`config.mk`:
```
export PLATFORM = sky130hd
export DESIGN_NAME = fft_iter_addr_gen
export DESIGN_NICKNAME = d
export VERILOG_FILES = /design/src/rtl/fft_iter_addr_gen.sv
export SDC_FILE = /design/constraint.sdc
export NUM_CORES = 1
export LEC_CHECK = 0
export BUFFER_PORTS_ARGS = -buffer_cell sky130_fd_sc_hd__buf_2
export CAP_MARGIN = 20
export CORE_UTILIZATION = 48
export CTS_CLUSTER_DIAMETER = 80
export DETAILED_ROUTE_END_ITERATION = 12
export GPL_TIMING_DRIVEN = 0
export PLACE_DENSITY = 0.85
export RECOVER_POWER = 100
export SLEW_MARGIN = 15
export SYNTH_ARGS = -nofsm -noshare
export SYNTH_HDL_FRONTEND = slang
export SYNTH_SLANG_ARGS = --single-unit
```
`constraint.sdc`:
```
create_clock -name CLK -period 2.5 [get_ports CLK]
set_clock_uncertainty 0.1 [all_clocks]
set_input_delay 0.125 -clock CLK [delete_from_list [all_inputs] [get_ports CLK]]
set_output_delay 0.125 -clock CLK [all_outputs]
set_load 0.05 [all_outputs]
```
`src/rtl/fft_iter_addr_gen.sv`:
```
// -----------------------------------------------------------------------------
// fft_iter_addr_gen
//
// Address generator for the iterative radix-2 FFT core. It follows the
// iterative FFT control unit: each ADDR_EN strobe moves to the next butterfly,
// and an ADDR_EN together with LAY_EN moves to the next layer. From the
// registered butterfly and layer counters it decodes the data-RAM read and
// write addresses for the butterfly's two operands, plus the twiddle-ROM index.
//
// Layer 0 reads the natural-order input buffer through bit-reversed addresses.
// Every later access is in-place and in natural order in the work buffer.
// Write addresses are always in natural order.
//
// Address decode for layer s, butterfly b (span = 2^s):
//   A  = b with a zero bit inserted at bit position s
//      = ((b >> s) << (s+1)) | (b mod span)
//   B  = A + span            (bit s of A is zero, so this is A | span)
//   TW = (b mod span) << (LAYERS-1-s)
//
// Ports:
//   CLK        in   clock, all state on posedge
//   RST        in   synchronous active-high reset
//   EN         in   clock enable for every state update
//   START      in   frame start: clears counters, DONE and SEQ_ERR
//   ADDR_EN    in   butterfly-advance strobe
//   LAY_EN     in   layer-advance strobe, only acted on together with ADDR_EN
//   FIRST      in   high during layer 0, selects bit-reversed read addresses
//   RD_ADDR_A  out  top-input read address
//   RD_ADDR_B  out  bottom-input read address
//   WR_ADDR_A  out  top-output write address
//   WR_ADDR_B  out  bottom-output write address
//   TW_ADDR    out  twiddle ROM index
//   SRC_SEL    out  read source: 0 = work buffer, 1 = input buffer
//   LAYER      out  current layer index
//   DONE       out  one-cycle pulse when the last layer is retired
//   SEQ_ERR    out  sticky sequencing-violation flag
// -----------------------------------------------------------------------------
module fft_iter_addr_gen #(
  parameter int LAYERS      = 5,
  parameter int BUTTERFLYES = 16,
  parameter int LayWL       = 3,
  parameter int ButtWL      = 4,
  parameter int AddrWL      = 5
) (
  input  logic              CLK,
  input  logic              RST,
  input  logic              EN,
  input  logic              START,
  input  logic              ADDR_EN,
  input  logic              LAY_EN,
  input  logic              FIRST,
  output logic [AddrWL-1:0] RD_ADDR_A,
  output logic [AddrWL-1:0] RD_ADDR_B,
  output logic [AddrWL-1:0] WR_ADDR_A,
  output logic [AddrWL-1:0] WR_ADDR_B,
  output logic [LAYERS-2:0] TW_ADDR,
  output logic              SRC_SEL,
  output logic [LayWL-1:0]  LAYER,
  output logic              DONE,
  output logic              SEQ_ERR
);

  localparam logic [ButtWL-1:0] BUTT_LAST = ButtWL'(BUTTERFLYES - 1);
  localparam logic [LayWL-1:0]  LAY_LAST  = LayWL'(LAYERS - 1);
  localparam int                TW_WL     = LAYERS - 1;

  // ---------------------------------------------------------------------------
  // State
  // ---------------------------------------------------------------------------
  logic [ButtWL-1:0] r_butt_cnt;
  logic [LayWL-1:0]  r_lay_cnt;
  logic              r_done;
  logic              r_seq_err;

  // Next-state values
  logic [ButtWL-1:0] w_butt_nxt;
  logic [LayWL-1:0]  w_lay_nxt;
  logic              w_done_nxt;
  logic              w_seq_err_nxt;

  logic w_butt_last;
  logic w_lay_last;

  assign w_butt_last = (r_butt_cnt == BUTT_LAST);
  assign w_lay_last  = (r_lay_cnt  == LAY_LAST);

  // Next-state logic. START takes priority over ADDR_EN. LAY_EN on its own
  // is ignored.
  always_comb begin
    // NOTE: every signal gets a default first, so no path leaves it unassigned
    // and no latch is inferred.
    w_butt_nxt    = r_butt_cnt;
    w_lay_nxt     = r_lay_cnt;
    w_done_nxt    = 1'b0;
    w_seq_err_nxt = r_seq_err;

    if (START) begin
      w_butt_nxt    = '0;
      w_lay_nxt     = '0;
      w_seq_err_nxt = 1'b0;
    end else if (ADDR_EN) begin
      if (LAY_EN) begin
        w_butt_nxt = '0;
        if (w_lay_last) begin
          w_lay_nxt  = '0;
          w_done_nxt = 1'b1;
        end else begin
          w_lay_nxt = r_lay_cnt + 1'b1;
        end
        // The layer strobe arrived before the last butterfly. Still advance,
        // so that the control unit and this block stay in lockstep.
        if (!w_butt_last) begin
          w_seq_err_nxt = 1'b1;
        end
      end else begin
        if (w_butt_last) begin
          // Wrapped past the last butterfly without a layer strobe.
          w_butt_nxt    = '0;
          w_seq_err_nxt = 1'b1;
        end else begin
          w_butt_nxt = r_butt_cnt + 1'b1;
        end
      end
    end
  end

  // State register. Reset wins over EN, and EN gates every other update,
  // including the DONE pulse register.
  always_ff @(posedge CLK) begin
    // NOTE: sequential state uses non-blocking assignments, so every register
    // samples its pre-edge value regardless of statement order.
    if (RST) begin
      r_butt_cnt <= '0;
      r_lay_cnt  <= '0;
      r_done     <= 1'b0;
      r_seq_err  <= 1'b0;
    end else if (EN) begin
      r_butt_cnt <= w_butt_nxt;
      r_lay_cnt  <= w_lay_nxt;
      r_done     <= w_done_nxt;
      r_seq_err  <= w_seq_err_nxt;
    end
  end

  // ---------------------------------------------------------------------------
  // Address decode, combinational from the registered counters
  // ---------------------------------------------------------------------------
  logic [AddrWL-1:0]       w_b_ext;
  logic [AddrWL-1:0]       w_span;
  logic [AddrWL-1:0]       w_low_mask;
  logic [AddrWL-1:0]       w_addr_a;
  logic [AddrWL-1:0]       w_addr_b;
  logic [ButtWL-1:0]       w_pos;
  logic [ButtWL+TW_WL-1:0] w_tw_wide;

  always_comb begin
    w_b_ext    = AddrWL'(r_butt_cnt);
    w_span     = AddrWL'(1) << r_lay_cnt;
    w_low_mask = w_span - AddrWL'(1);
    // The bits of b at and above position s move up by one. This opens a zero
    // at bit s, which is the bit that separates the A and B operands.
    w_addr_a   = ((w_b_ext & ~w_low_mask) << 1) | (w_b_ext & w_low_mask);
    w_addr_b   = w_addr_a | w_span;
    w_pos      = r_butt_cnt & w_low_mask[ButtWL-1:0];
    // pos << (LAYERS-1-s), formed as (pos << (LAYERS-1)) >> s so that the
    // shift amount never goes negative.
    w_tw_wide  = {w_pos, {TW_WL{1'b0}}} >> r_lay_cnt;
  end

  function automatic logic [AddrWL-1:0] f_bitrev(input logic [AddrWL-1:0] x);
    logic [AddrWL-1:0] r;
    r = '0;
    for (int i = 0; i < AddrWL; i++) begin
      r[i] = x[AddrWL-1-i];
    end
    return r;
  endfunction

  // ---------------------------------------------------------------------------
  // Outputs
  // ---------------------------------------------------------------------------
  assign WR_ADDR_A = w_addr_a;
  assign WR_ADDR_B = w_addr_b;
  assign RD_ADDR_A = FIRST ? f_bitrev(w_addr_a) : w_addr_a;
  assign RD_ADDR_B = FIRST ? f_bitrev(w_addr_b) : w_addr_b;
  assign TW_ADDR   = w_tw_wide[TW_WL-1:0];
  assign SRC_SEL   = FIRST;
  assign LAYER     = r_lay_cnt;
  assign DONE      = r_done;
  assign SEQ_ERR   = r_seq_err;

endmodule

```
==> results by group, run 1 <==
Final layout
  • Final core utilization: 0.877
  • Layout net count: 195
  • Filler cells: 100
  • Most frequent cells in the layout: buf_2, buf_4, nand2_1, buf_6
  • ANT cells: 0
  • Area Overhead vs Synth: 67.5%
  • Area of the multi-input gates: 837 µm²
  • Register Area: about 190 µm²
  • Layout cell share with drive strength beyond 1: 0.483
  • Most common cell after layout, fill and taps aside: buf_2

GRT
  • Overflow after GRT: 0
  • Vias in the first global route: 1046
  • Gr usage total: 0.318
  • First-pass GRT wire length: 4790 µm
  • Initial antenna violation count: 0
  • Largest net degree at the start of global routing: 11

Flow run
  • Max Cap Viol: 0

Clock network
  • Clk sink count: 9
  • CTS tree: done
  • Clock root cell: clkbuf_4
  • Clock Latency Late Sink: 0.27 ns
  • Reg clk slew, reported paths: 0.07 ns
  • Longest Clk Path Bufs: 2
  • Num CTS Buffers: 3
  • Clock H-tree levels: 1

Synth
  • Predominant post-synthesis flop cell: dfxtp_1
  • Number of flops mapped to enable cells by yosys: 0
  • Mapped Area: about 920 µm²
  • Mapped Avg Cell Area: 7.21 µm²
  • Seq/Total Area, Yosys: 0.195
  • Yosys reg bits: 9
  • Post-Syn Instances: 128
  • Mapped Nets: 142
  • Count of cell types in the netlist: 43
  • YS warnings: 0
  • Async S/R FF share, synth: 0

Floorplan
  • Full die area: between 2000 and 2500 µm²
  • Core area: 1760 µm²
  • Io pins: 37
  • Die Span Y: 45.9 µm
  • Initial Util: 0.523
  • Row cnt: 15
  • Chip width: 45.9 µm

Power and ir drop
  • Power per cell area: 308 nW/µm²
  • Max VDD drop: 0.354 mV
  • Leak: 0.665 nW

Timing
  • RSZ-0062 raised after global routing: yes
  • Setup violators final: 10
  • Max Freq: around 380 MHz
  • Rel. slew slack: 0.546
  • Fin. max-slew vios: 0
  • Setup TNS: -0.662 ns
  • Final worst slack: -0.160 ns
  • Final hold viol count: 0
  • Final cycle utilization of the critical path: 1.06
  • Min Clock Period, post-route: 2.66 ns
  • Worst Max-Slew Pin Slew: 0.681 ns

Setup path
  • Critical path peak fanout: 7
  • Startpoint types: register
  • Worst Path Required: 2.28 ns
  • Most common cell on crit path: buf_6
  • Slowest stage cell on the critical path: or3_4
  • Kind of critical path: register to output port
  • Critical path's largest stage delay: 0.39 ns
  • CP arrival: 2.44 ns
  • Crit-path cells: buf_6 -> ha_4 -> or3_4 -> a211oi_4 -> buf_4 -> a22oi_2 -> buf_6 -> mux2i_2 -> buf_6
  • Crit. End Element: output port

Run status
  • Violated checks: setup timing
  • Outcome: complete, but fails checks

Drt
  • Detailed Routing Iterations Pass 1: 7
  • Antenna viol nets, final: 0
  • Post-route DRC violation count: 0
  • Initial DRC Count: just over 100
  • Vias: 1319
  • Post-DR vias/cell: 6.43
  • WL final: 4080 µm
  • WL/cell: 19.9 µm

Placement
  • HPWL after DPL: 1800 µm
  • Setup WS pre-CTS: approximately 0.0023 ns
  • Port-buffer cells: 35
  • RD Place Congestion: 0.882

Hold path
  • Hold Crit Class: input pin to register
[flip-flops by register name (all words and copies together), names as in the netlist]
name,flops
r_butt_cnt,4
SEQ_ERR,1
DONE,1
LAYER,3
[Yosys cell counts, drive strengths merged (2+ instances only)]
master,count,area share
clkbuf,3,0.012
nor4b,2,0.019
nor2,11,0.045
dfxtp,9,0.20
or3,2,0.019
nand3,3,0.016
a21o,2,0.016
xnor2,4,0.038
buf,4,0.037
and2,2,0.014
inv,13,0.053
nand2,13,0.053
a21oi,12,0.065
a31oi,3,0.020
nor4,2,0.014
a22oi,2,0.016
nand2b,4,0.030
ha,7,0.095
mux2i,2,0.022
o21ai,10,0.054
a211oi,2,0.022
[timing repair]
item                                   CTS  global route
endpoints found under the hold margin    5             0
buffers inserted                        14             1
setup endpoints to repair               16            17
pin swaps                                4             4
hold buffers                             1             0
gates resized for setup                 29            26
[stage by stage]
| step | power, W | area, µm² | hold WS (ns) | std cells |
|---|---|---|---|---|
| finish | 0.000476 | 1550 | 0.0213 | 205 |
| global route | 0.000491 | 1550 | 0.0479 | 205 |
| CTS | 0.000451 | 1440 | 0.00756 | 204 |
| detailed placement | 0.000303 | 1210 | 0.271 | 188 |
| global placement | 0.000300 | 1210 | 0.271 | 188 |
| floorplan | 0.000270 | 1000 | 0.0844 | 128 |
[cells by family after synthesis]
logic type	synth area share
flip-flops	0.195
AO/OA/AOI/OAI	0.259
AND/OR/NAND/NOR	0.278
multiplexers	0.0339
adder cells (fa/ha/maj)	0.0948
buffers and inverters	0.102
XOR/XNOR	0.0379
[power by group]
part,internal (W),total [W],switching (W)
Combinational,0.0000742,0.000206,0.000132
Clock,0.0000619,0.000121,0.0000587
Sequential,0.000145,0.000150,0.00000482
Total,0.000281,0.000476,0.000195
[worst paths after layout]
path             endpoint  startpoint  cells past startpoint  slack (ns)
max reg2reg          DONE    LAYER[2]                      5        0.83
min reg2reg          DONE        DONE                      2        0.40
min               SEQ_ERR       START                      2        0.02
max          RD_ADDR_A[1]    LAYER[1]                      9       -0.16
[area by class of cell]
| class | count | share of cell area |
|---|---|---|
| multi-input cells | 99 | 0.541 |
| repair buffers | 48 | 0.229 |
| flip-flops and latches | 9 | 0.122 |
| inverters | 13 | 0.0364 |
| plain buffers | 7 | 0.0340 |
| well taps | 25 | 0.0202 |
| clock buffers | 4 | 0.0170 |
[worst max-delay path, delay by kind of cell, from the launching register on]
family                     cells  cell delay [ns]
and+or+nand+nor                1             0.39
adders and majority gates      1             0.18
buffers and inverters          4             0.68
AOI/OAI and AO/OA              2             0.36
DFF                            1             0.37
muxes                          1             0.18
[metal layers]
layer	vias up	wire, µm	GRT usage
li1	556	-	-
met1	603	1450	0.387
met2	123	1950	0.552
met3	37	432	0.0278
met4	0	259	0.153
met5	-	0	0
(Power assumes the default switching activity.)
==> inputs of run 2 (changes only) <==
- CORE_UTILIZATION: 48 -> 47
- PLACE_DENSITY: 0.85 -> 0.82
==> run 2 against run 1 <==
Against the previous run:
- the flow still finishes with violations (setup timing)
- via count rose by 10%
- largest cell class unchanged
- die area grew 2.0%
- flip-flop and latch count unchanged
- sequential share of layout area fell by 0.73 points
- clock-buffer cell count stayed put
- fmax is 0.56% higher
- final area increased by 6.4%
- non-clock buffer count is 10 higher
- first-iteration DRC count up 27%
- utilization grew 4.6 points
- critical endpoint is now RD_ADDR_B[0]
- critical path depth decreased by 1
==> results by group, run 2 (synthesis gave the netlist of run 1 again) <==
Timing
  • Final worst slack: -0.146 ns (+0.0149 ns)
  • Final hold viol count: 0 (unchanged)
  • Worst Max-Slew Pin Slew: 0.706 ns (+0.0247 ns)
  • Hold Slack: 0.0322 ns (+0.0109 ns)
  • Final cycle utilization of the critical path: 1.06 (-0.00597)
  • RSZ-0062 raised after global routing: yes
  • Setup violators final: 14 (+4)
  • Fin. max-slew vios: 0 (unchanged)
  • Rel. slew slack: 0.529 (-0.0165)
  • Max Freq: 378 MHz (+0.56%)
  • Min Clock Period, post-route: 2.65 ns (-0.0149 ns)

Setup path
  • Worst Path Required: 2.28 ns (about the same)
  • Startpoint types: register
  • CP arrival: 2.42 ns (-0.02 ns)
  • Crit. End Element: output port
  • Critical path peak fanout: 5 (-2)
  • Kind of critical path: register to output port

Drt
  • Vias: 1453 (+10%)
  • WL final: 4950 µm (+21%)
  • Antenna viol nets, final: 0 (unchanged)
  • WL/cell: 23.0 µm (+16%)
  • Post-DR vias/cell: 6.76 (+5.0%)
  • Initial DRC Count: 130 (+27%)
  • Post-route DRC violation count: 0 (unchanged)
  • Detailed Routing Iterations Pass 1: 6 (-1)

Final layout
  • Layout net count: 205 (+5.1%)
  • Most frequent cells in the layout: buf_4, buf_2, buf_6, nand2_1, nor2_1
  • Largest register by flop count: r_butt_cnt
  • ANT cells: 0 (unchanged)
  • Finished Cell Area: 1650 µm² (+6.4%)
  • Area Overhead vs Synth: 78.2%
  • Largest register FFs: 4 (unchanged)
  • Layout cell share with drive strength beyond 1: 0.495 (+0.0114)
  • Most common cell after layout, fill and taps aside: buf_4
  • Filler cells: 67 (-33%)

Clock network
  • Num CTS Buffers: 3 (unchanged)
  • Longest Clk Path Bufs: 2 (unchanged)
  • Reg clk slew, reported paths: 0.07 ns (about the same)
  • CTS tree: done
  • Clock H-tree levels: 1 (unchanged)
  • Clock Latency Late Sink: 0.28 ns (about the same)
  • Clock root cell: clkbuf_4
  • Clk sink count: 9 (unchanged)

Power and ir drop
  • Max VDD drop: 0.325 mV (-8.3%)
  • Leak: 0.713 nW (+7.2%)
  • Power per cell area: 297 nW/µm² (-3.5%)

Run status
  • Violated checks: setup timing
  • Outcome: complete, but fails checks

Floorplan
  • Die Span Y: 46.3 µm (+1.0%)
  • Io pins: 37 (unchanged)
  • Row cnt: 15 (unchanged)
  • Chip width: 46.3 µm (+1.0%)
  • Initial Util: 0.518 (-0.00551)
  • Full die area: 2150 µm² (+2.0%)
  • Core area: 1780 µm² (+1.1%)

Hold path
  • Hold Crit Class: input pin to register

Placement
  • Port-buffer cells: 35 (unchanged)
  • RD Place Congestion: 0.860 (-2.5%)
  • Setup WS pre-CTS: -0.0424 ns (-0.0447 ns)
  • HPWL after DPL: 1860 µm (+3.1%)
  • Dpl cell area: 1210 µm² (unchanged)

GRT
  • Vias in the first global route: 1183 (+13%)
  • Largest net degree at the start of global routing: 11 (unchanged)
  • Gr usage total: 0.354 (+0.0362)
  • Initial antenna violation count: 0 (unchanged)
  • Overflow after GRT: 0 (unchanged)
  • First-pass GRT wire length: 5380 µm (+12%)

Flow run
  • Max Cap Viol: 0 (unchanged)
[run 2: changes by cell type in the layout (fill, tap and decap cells not counted), sizes merged]
| cell | change |
|---|---|
| clkbuf | +2 |
| buf | +8 |
[run 2: where the power goes]
part	total [W]	switching, W	internal (W)
logic	0.000215	0.000134	0.0000801
registers	0.000151	0.00000559	0.000145
clock network	0.000124	0.0000621	0.0000620
[run 2: critical path, cell delays in order, from the launching register on]
cell	delay, ns
dfxtp_4	0.37
buf_6	0.14
ha_4	0.17
or3_4	0.38
a211oi_4	0.31
nand2b_4	0.20
inv_2	0.05
a221o_2	0.37
buf_8	0.16
[run 2: layout make-up]
class	count	area, µm²	area share
inverter	13	58.8	0.0357
sequential	9	189	0.115
multi-input combinational	99	832	0.506
tap	25	31.3	0.0190
timing repair buffer	59	467	0.284
buffer	6	41.3	0.0251
clock buffer	4	26.3	0.0160
[run 2: path summary, 6_finish.rpt]
check	from	endpoint	slack [ns]	depth (start not counted)
max reg2reg	LAYER[2]	DONE	0.69	5
max	LAYER[1]	RD_ADDR_B[0]	-0.15	8
min	START	SEQ_ERR	0.03	2
min reg2reg	DONE	DONE	0.39	2
[run 2: layer usage]
metal  vias up  GRT usage  part of all wire  wire length (µm)
li1        579          -                 -                 -
met1       647      0.369              0.35              1740
met2       160      0.608              0.44              2170
met3        67      0.106              0.12               571
met4         0      0.224             0.093               460
met5         -          0                 0                 0
[run 2: per-stage QoR]
| step | util | instances | total power (W) | TNS (ns) |
|---|---|---|---|---|
| final | 0.923 | 215 | 0.000489 | -1.16 |
| after global routing | 0.923 | 215 | 0.000509 | -1.85 |
| after CTS | 0.817 | 206 | 0.000449 | -0.263 |
| after detailed placement | 0.678 | 188 | 0.000303 | -0.0424 |
| after global placement | 0.678 | 188 | 0.000301 | -0.00546 |
| after floorplan | - | 128 | 0.000270 | -0.344 |
[run 2: timing repair]
item	4_1_cts	5_1_grt
endpoints found under the setup margin	18	17
resized for setup	30	38
pin swaps	4	10
hold endpoints to repair	2	0
hold buffers	1	0
buffers inserted	13	10
==> inputs of run 3 (changes only) <==
- PLACE_DENSITY: 0.82 -> default
- PLACE_DENSITY_LB_ADDON: default -> 0.15
==> run 3 against run 2 <==
Against the previous run:
- sequential share of layout area increased by 0.75 points
- final area is 6.2% lower
- clock power decreased by 7%
- hold slack worse by 0.0034 ns
- die area unchanged
- via count fell by 16%
- the flow still finishes with violations (setup timing)
- first-iteration DRC count fell by 72%
==> results by group, run 3 (synthesis gave the netlist of run 1 again) <==
Run status
  • Outcome: complete, but fails checks
  • Violated checks: setup timing

Drt
  • WL final: 3540 µm (-28%)
  • DR top layer: met4
  • Vias: 1217 (-16%)
  • WL met2: 1780 µm (-18%)
  • Detailed Routing Iterations Pass 1: 4 (-2)
  • M1 WL: 1450 µm (-17%)
  • Initial DRC Count: 36 (-72%)
  • Post-DR vias/cell: 5.91 (-13%)
  • WL met3: 233 µm (-59%)
  • Post-route DRC violation count: 0 (unchanged)
  • Antenna viol nets, final: 0 (unchanged)
  • WL/cell: 17.2 µm (-25%)

Final layout
  • Layout net count: 196 (-4.4%)
  • Most common cell after layout, fill and taps aside: buf_2
  • ANT cells: 0 (unchanged)
  • Area Overhead vs Synth: 67.2%
  • Finished Layout Cells: 206 (-4.2%)
  • Largest register FFs: 4 (unchanged)
  • Layout cell share with drive strength beyond 1: 0.486 (-0.00855)
  • Finished Cell Area: 1540 µm² (-6.2%)
  • Most frequent cells in the layout: buf_2, buf_4, nand2_1, nor2_1
  • Filler cells: 90 (+34%)
  • Largest register by flop count: r_butt_cnt

GRT
  • Overflow after GRT: 0 (unchanged)
  • Largest net degree at the start of global routing: 11 (unchanged)
  • Gr usage total: 0.311 (-0.0431)
  • First-pass GRT wire length: 4780 µm (-11%)
  • Initial antenna violation count: 0 (unchanged)
  • Vias in the first global route: 1079 (-8.8%)

Setup path
  • Startpoint types: register
  • Crit-path cells: buf_6 -> ha_4 -> or3_4 -> a211oi_4 -> nand2b_4 -> inv_2 -> a221o_2 -> buf_8
  • Worst reg2reg setup slack: 0.75 ns (+0.06 ns)
  • Buf/Inv on CP: 3 (unchanged)
  • Critical path peak fanout: 4 (-1)
  • Crit Reg-Reg Endpoint: DONE
  • Critical path's largest stage delay: 0.39 ns (about the same)
  • Cell count of the worst reg-to-reg path: 5 (unchanged)
  • CP arrival: 2.35 ns (-0.07 ns)
  • Critical R2R Launch: LAYER[2]
  • Slowest stage cell on the critical path: or3_4
  • Family with the most delay on the worst path: compound AO/OA/AOI/OAI gates
  • Worst Path Required: 2.28 ns (about the same)
  • Crit. End Element: output port
  • Kind of critical path: register to output port

Floorplan
  • Initial Util: 0.518 (unchanged)
  • Row cnt: 15 (unchanged)
  • Full die area: 2150 µm² (unchanged)
  • Die Span Y: 46.3 µm (unchanged)
  • Chip width: 46.3 µm (unchanged)
  • Core area: 1780 µm² (unchanged)
  • Io pins: 37 (unchanged)

Power and ir drop
  • Power per cell area: 298 nW/µm² (+0.31%)
  • Max VDD drop: 0.311 mV (-4.1%)
  • Leak: 0.675 nW (-5.3%)
  • Final Power: 0.000460 W (-5.9%)

Timing
  • Worst Max-Slew Pin Slew: 0.643 ns (-0.0628 ns)
  • Final hold viol count: 0 (unchanged)
  • Max Freq: 388 MHz (+2.6%)
  • Final worst slack: -0.0792 ns (+0.0663 ns)
  • Hold Slack: 0.0288 ns (-0.00341 ns)
  • RSZ-0062 raised after global routing: yes
  • Fin. max-slew vios: 0 (unchanged)
  • Rel. slew slack: 0.571 (+0.0419)
  • Min Clock Period, post-route: 2.58 ns (-0.0663 ns)
  • Setup violators final: 5 (-9)
  • Final cycle utilization of the critical path: 1.03 (-0.0265)

Hold path
  • Hold path depth: 2 (unchanged)
  • Worst hold endpoint: SEQ_ERR
  • Hold_sp: START
  • Hold Crit Class: input pin to register

Clock network
  • CTS tree: done
  • Longest Clk Path Bufs: 2 (unchanged)
  • Clk sink count: 9 (unchanged)
  • Clock H-tree levels: 1 (unchanged)
  • Reg clk slew, reported paths: 0.07 ns (about the same)
  • Num CTS Buffers: 3 (unchanged)
  • Clock Latency Late Sink: 0.27 ns (about the same)
  • Clock root cell: clkbuf_4

Flow run
  • Max Cap Viol: 0 (unchanged)

Placement
  • Dpl cell area: 1210 µm² (unchanged)
  • Port-buffer cells: 35 (unchanged)
  • RD Place Congestion: 0.834 (-3.1%)
  • Cells after DPL: 188 (unchanged)
  • Setup WS pre-CTS: -0.0180 ns (+0.0244 ns)
  • HPWL after DPL: 1830 µm (-1.4%)
## run 3: changes by cell type in the layout (fill, tap and decap cells not counted), moves of 2 or more
cell / delta
inv_6: -2
buf_6: -5
clkbuf_1: -3
buf_2: +5
buf_4: -8
clkbuf_4: +2
inv_4: +2
## run 3: timing repair
action,in CTS,in global routing
endpoints found under the setup margin,16,17
setup buffers,10,4
pin swaps,5,9
hold buffers,1,0
cloned,0,0
endpoints found under the hold margin,1,0
resized for setup,19,39
## run 3: final cells by class
class                           instances  area (µm²)  share of cell area
Buffer                                  6        41.3              0.0267
Clock buffer                            3        22.5              0.0146
Clock inverter                          1        5.00             0.00324
Inverter                               13        53.8              0.0348
Multi-Input combinational cell         99         838               0.543
Sequential cell                         9         189               0.122
Tap cell                               25        31.3              0.0203
Timing Repair Buffer                   50         363               0.235
## run 3: metrics by stage
| step | TNS, ns | util |
|---|---|---|
| 2_1_floorplan | -0.344 | - |
| 3_3_place_gp | -0.00617 | 0.678 |
| 3_5_place_dp | -0.0180 | 0.678 |
| 4_1_cts | -0.0708 | 0.785 |
| 5_1_grt | -0.617 | 0.866 |
| 6_report | -0.271 | 0.866 |
## run 3: worst max path at each step
stage	from	depth (start not counted)	end
3_3_place_gp	LAYER[0]	9	RD_ADDR_B[0]
5_1_grt	LAYER[1]	9	RD_ADDR_A[3]
6_report	LAYER[1]	8	RD_ADDR_B[0]
4_1_cts	LAYER[1]	8	RD_ADDR_B[0]
3_5_place_dp	LAYER[0]	9	RD_ADDR_B[0]
2_1_floorplan	LAYER[0]	9	RD_ADDR_B[1]
## run 3: report_power, final
group	total (W)	leakage, nW	switching (W)	internal, W
sequential	0.000150	0.0749	0.00000487	0.000145
combinational	0.000196	0.583	0.000124	0.0000721
clock	0.000115	0.0177	0.0000557	0.0000592
## run 3: per-layer routing
metal / up-vias / global-route usage
met2: 68 / 0.528
met1: 575 / 0.382
met4: 0 / 0.0824
met5: - / 0
li1: 566 / -
met3: 8 / 0.0824
## run 3: worst register-to-register path, delay by kind of cell (launching register included)
family	cells	cell delay, ns
simple gates	3	0.63
compound gates	1	0.07
buf+inv	1	0.45
flops	1	0.44
